$ cat config.mk
export PLATFORM = sky130hd
export DESIGN_NAME = fetch_decode_pipe_reg
export DESIGN_NICKNAME = d
export VERILOG_FILES = /design/src/rtl/pipe_pkg.sv /design/src/rtl/sat_counter.sv /design/src/rtl/fetch_decode_pipe_reg.sv
export SDC_FILE = /design/constraint.sdc
export NUM_CORES = 1
export LEC_CHECK = 0
export BUFFER_PORTS_ARGS = -buffer_cell sky130_fd_sc_hd__buf_2
export CORE_ASPECT_RATIO = 0.6
export CORE_MARGIN = 3
export CORE_UTILIZATION = 28
export DETAILED_ROUTE_END_ITERATION = 8
export GPL_TIMING_DRIVEN = 0
export SLEW_MARGIN = 20
export SYNTH_ARGS = -nofsm -noshare
export SYNTH_HDL_FRONTEND = slang
export SYNTH_HIERARCHICAL = 1
export SYNTH_SLANG_ARGS = --single-unit
$ cat constraint.sdc
create_clock -name clk -period 11.11 [get_ports clk]
set_input_delay 2.222 -clock clk [delete_from_list [all_inputs] [get_ports clk]]
set_output_delay 2.222 -clock clk [all_outputs]
set_load 0.005 [all_outputs]
$ cat src/rtl/pipe_pkg.sv
// Shared types for the fetch->decode pipeline boundary: payload layout, stage states, bubble value.
package pipe_pkg;

    localparam int          PIPE_ADDR_W      = 32;
    localparam int          PIPE_INST_W      = 32;
    localparam logic [31:0] DEFAULT_NOP_INST = 32'h0000_0013;  // addi x0,x0,0

    typedef struct packed {
        logic [PIPE_ADDR_W-1:0] addr;
        logic [PIPE_INST_W-1:0] inst;
    } fd_payload_t;

    typedef enum logic [1:0] {
        ST_EMPTY = 2'd0,
        ST_MAIN  = 2'd1,
        ST_SKID  = 2'd2
    } stage_state_e;

endpackage

$ cat src/rtl/sat_counter.sv
// Saturating up-counter for perf events; increments once per cycle inc is high, holds at all-ones.
module sat_counter #(
    parameter int CNT_W = 16
) (
    input  logic             clk,
    input  logic             rst,
    input  logic             inc,
    output logic [CNT_W-1:0] count
);

    always_ff @(posedge clk or posedge rst) begin
        if (rst) begin
            count <= '0;
        end else if (inc && (count != {CNT_W{1'b1}})) begin
            count <= count + CNT_W'(1);
        end
    end

endmodule

$ cat src/rtl/fetch_decode_pipe_reg.sv
// Elastic fetch->decode register: 1-cycle latency, optional skid entry so in_ready comes from a flop.
// Flush empties the stage; an empty stage shows a NOP bubble at addr 0.
module fetch_decode_pipe_reg
    import pipe_pkg::*;
#(
    parameter int                ADDR_W   = 32,
    parameter int                INST_W   = 32,
    parameter logic [INST_W-1:0] NOP_INST = INST_W'(DEFAULT_NOP_INST),
    parameter bit                SKID_EN  = 1'b1,
    parameter int                CNT_W    = 16
) (
    input  logic              clk,
    input  logic              rst,
    input  logic              flush_i,
    input  logic              in_valid,
    output logic              in_ready,
    input  logic [ADDR_W-1:0] in_addr,
    input  logic [INST_W-1:0] in_inst,
    output logic              out_valid,
    input  logic              out_ready,
    output logic [ADDR_W-1:0] out_addr,
    output logic [INST_W-1:0] out_inst,
    output logic [CNT_W-1:0]  stall_cnt,
    output logic [CNT_W-1:0]  flush_cnt
);

    typedef struct packed {
        logic [ADDR_W-1:0] addr;
        logic [INST_W-1:0] inst;
    } payload_t;

    stage_state_e state_q;
    payload_t     head_q;
    payload_t     skid_q;
    payload_t     in_pld;
    logic         in_ready_q;
    logic         in_xfer;
    logic         out_xfer;

    assign out_valid = (state_q != ST_EMPTY);
    assign in_xfer   = in_valid & in_ready;
    assign out_xfer  = out_valid & out_ready;
    assign in_pld    = '{addr: in_addr, inst: in_inst};

    generate
        if (SKID_EN) begin : g_skid
            assign in_ready = in_ready_q;
        end else begin : g_noskid
            // Without a skid slot we may only accept when the head is leaving.
            assign in_ready = ~out_valid | out_ready;
        end
    endgenerate

    always_ff @(posedge clk or posedge rst) begin
        if (rst) begin
            state_q    <= ST_EMPTY;
            in_ready_q <= 1'b1;
            head_q     <= '0;
            skid_q     <= '0;
        end else if (flush_i) begin
            state_q    <= ST_EMPTY;
            in_ready_q <= 1'b1;
        end else begin
            unique case (state_q)
                ST_EMPTY: begin
                    if (in_xfer) begin
                        head_q  <= in_pld;
                        state_q <= ST_MAIN;
                    end
                end
                ST_MAIN: begin
                    if (in_xfer && out_xfer) begin
                        head_q <= in_pld;
                    end else if (in_xfer) begin
                        skid_q     <= in_pld;
                        state_q    <= ST_SKID;
                        in_ready_q <= 1'b0;
                    end else if (out_xfer) begin
                        state_q <= ST_EMPTY;
                    end
                end
                ST_SKID: begin
                    if (out_xfer) begin
                        head_q     <= skid_q;
                        state_q    <= ST_MAIN;
                        in_ready_q <= 1'b1;
                    end
                end
                default: begin
                    state_q    <= ST_EMPTY;
                    in_ready_q <= 1'b1;
                end
            endcase
        end
    end

    assign out_addr = out_valid ? head_q.addr : '0;
    assign out_inst = out_valid ? head_q.inst : NOP_INST;

    sat_counter #(.CNT_W(CNT_W)) u_stall_cnt (
        .clk   (clk),
        .rst   (rst),
        .inc   (out_valid & ~out_ready),
        .count (stall_cnt)
    );

    sat_counter #(.CNT_W(CNT_W)) u_flush_cnt (
        .clk   (clk),
        .rst   (rst),
        .inc   (flush_i),
        .count (flush_cnt)
    );

endmodule

==> qor.yml <==
finish:
  final_nets: 906
  drive_gt1_share_pct: 36.67
  fin_util_pct: 36.17
  area_growth_syn_to_layout_pct: 24.42
  fill_cells: 2734
synthesis:
  synth.most_common_cell: "dfrtp_1"
  ys_seq_area_share_pct: 52.11
  postSynthCellCount: 649
  synthTopCellsByCount: "dfrtp_1, nand2_1, mux2i_1"
  synth_edf_count: 0
  synth_area_leaders: "dfrtp_1, mux2_4, mux2i_1"
  synth_area_mm2: 0.007830
  ys.flop_type: "dfrtp_1"
  synthArstFlopShare_pct: 100.0
  synth_area_leader_cell: "dfrtp_1"
  synth_top_area_share_pct: 51.77
  syn_nets: 720
  synth_cell_types: 43
  synth_seq_cells: 163
  ys_warn_count: 6
  avgSynthCellArea_um2: 12.06
floorplan:
  die_height_um: 135.5
  num_rows: 46
  start_util_pct: 29.07
  die_w_um: 221.9
  ios: 167
  dieArea_mm2: 0.03007
  core-area_mm2: 0.02694
grt:
  grt.total_usage_pct: 14.33
  grt_max_degree: 72
  antenna_found_initial: 2
  grt_pass1_vias: 5586
  grt-ovfl-total: 0
  grt_pass1_wl_um: 33060
route:
  routed_wl_um: 20980
  ant_nets: 0
  drt_iter0_drc: 312
  viasPerCell: 4.510
  route.detailed.drc: 0
  drt-pass1-iter-count: 4
  vias: 5457
  wl_per_cell_um: 17.34
cts:
  clock_latency_ns: 0.43
  clk_transition_reported_paths_ns: 0.07
  numCtsBuffers: 17
  postCtsHoldBufs: 0
  htreeDepth: 4
  post_cts.repair.setup_buffers: 0
  cts_resized: 0
  cts-root-buf: "clkbuf_16"
  tritoncts: "yes"
  clk_path_buf_depth: 2
  cts.sinks: 163
sta:
  tightest_slew_ns: 0.6854
  fin_crit_ns: 4.669
  timing_hold_violations_final: 0
  whs_ns: 0.4709
  maxSlewViolCount: 0
  setup_tns_ns: 0
  setup_viol: 0
  finalCritPeriodShare_pct: 42.03
  fin_skew_ns: 0.008147
  max_freq_ghz: 0.2142
  rsz0062_at_grt: "false"
  slew_headroom_pct: 54.31
power:
  leakagePower_nw: 5.282
  vdd_ir_drop_max_v: 0.00009369
  powerDensity_mw_per_mm2: 187.8
place:
  gp_congestion: 0.7690
  io_buffers: 166
  hpwl_um: 14800
critical_path:
  crit_required_ns: 8.89
  startpoint_type: "register"
  critPathKind: "reg2out"
  crit_fanout: 10
  arrival_ns: 2.45
  cp-end-kind: "primary output"
flow_run:
  cap_violations: 0
hold_path:
  hp-class: "reg2reg"
status:
  status: "completed"
## worst paths after layout
check,start,end,slack (ns),cells after the start
worst max-delay path,state_q[1]$_DFFE_PP0P_,out_addr[28],6.44,6
worst min-delay path,head_q[34]$_DFFE_PP0P_,head_q[34]$_DFFE_PP0P_,0.47,2
worst max register to register,state_q[1]$_DFFE_PP0P_,u_stall_cnt/count[14]$_DFFE_PP0P_,8.28,8
worst min register to register,head_q[34]$_DFFE_PP0P_,head_q[34]$_DFFE_PP0P_,0.47,2
max in group asynchronous,rst,state_q[1]$_DFFE_PP0P_,8.56,3
min in group asynchronous,rst,skid_q[41]$_DFFE_PP0P_,1.83,2
## stage by stage
step | setup slack [ns] | power, mW | std cells | area (µm²)
after CTS | 6.308 | 1.859 | 1208 | 9737
final | 6.441 | 1.829 | 1210 | 9742
after global placement | 3.466 | 1.222 | 1175 | 9111
after floorplan | 5.392 | 1.095 | 649 | 7830
after global routing | 6.211 | 1.942 | 1209 | 9739
after detailed placement | 6.799 | 1.238 | 1176 | 9146
## critical path, stage by stage, from the launching register on
cell and delay (ns):
dfrtp_1 0.31, buf_2 0.18, or2_2 0.15, buf_1 0.53
clkbuf_1 0.45, and2_1 0.24, buf_2 0.13
## flip-flops by register name (all words and copies together), names as in the netlist
name and count:
head_q 64, state_q 2, u_flush_cnt/count 16, skid_q 64, in_ready 1, u_stall_cnt/count 16
## metal layers
| metal | global-route usage, % | wire (µm) | part of all wire, % |
|---|---|---|---|
| met2 | 20.59 | 9079 | 43 |
| met5 | 0 | 0 | 0 |
| met4 | 4.153 | 226 | 1.1 |
| met1 | 20.91 | 10620 | 51 |
| met3 | 4.136 | 1047 | 5.0 |
## power breakdown
group	internal (mW)	total [mW]	switching, mW
Clock	0.340	0.605	0.265
Combinational	0.218	0.373	0.156
Sequential	0.749	0.851	0.102
Total	1.31	1.83	0.523
## cell families (layout without fill, tap and decap cells)
| family | count (synthesis) | count (layout) | synth area share [%] |
|---|---|---|---|
| AOI/OAI and AO/OA | 75 | 75 | 4.986 |
| xor gates and xnor gates | 22 | 22 | 2.461 |
| muxes | 136 | 136 | 21.35 |
| other | 0 | 2 | 0 |
| adders and majority gates | 2 | 2 | 0.3195 |
| buffers and inverters | 38 | 237 | 3.132 |
| DFF | 163 | 163 | 52.11 |
| and+or+nand+nor | 213 | 213 | 15.64 |
## area by class of cell
| type | instances | area [µm²] | share of cell area, % |
|---|---|---|---|
| multi-input combinational | 448 | 3505 | 35.97 |
| buffer | 35 | 234.0 | 2.402 |
| clock buffer | 18 | 439.2 | 4.508 |
| sequential | 163 | 4080 | 41.88 |
| inverter | 3 | 18.77 | 0.1927 |
| antenna | 2 | 5.005 | 0.05137 |
| clock inverter | 14 | 151.4 | 1.554 |
| timing repair buffer | 167 | 858.3 | 8.811 |
| tap | 360 | 450.4 | 4.624 |
## cell usage in the layout, fill, tap and decap left out, types with 14 or more instances in the layout
master,Yosys,layout
and2_1,64,64
buf_2,9,175
clkbuf_16,0,17
dfrtp_1,162,162
mux2_4,60,60
mux2i_1,68,68
nand2_1,77,77
nand3_1,14,14
o21ai_0,63,63
xnor2_1,22,22
(Power assumes the default switching activity.)
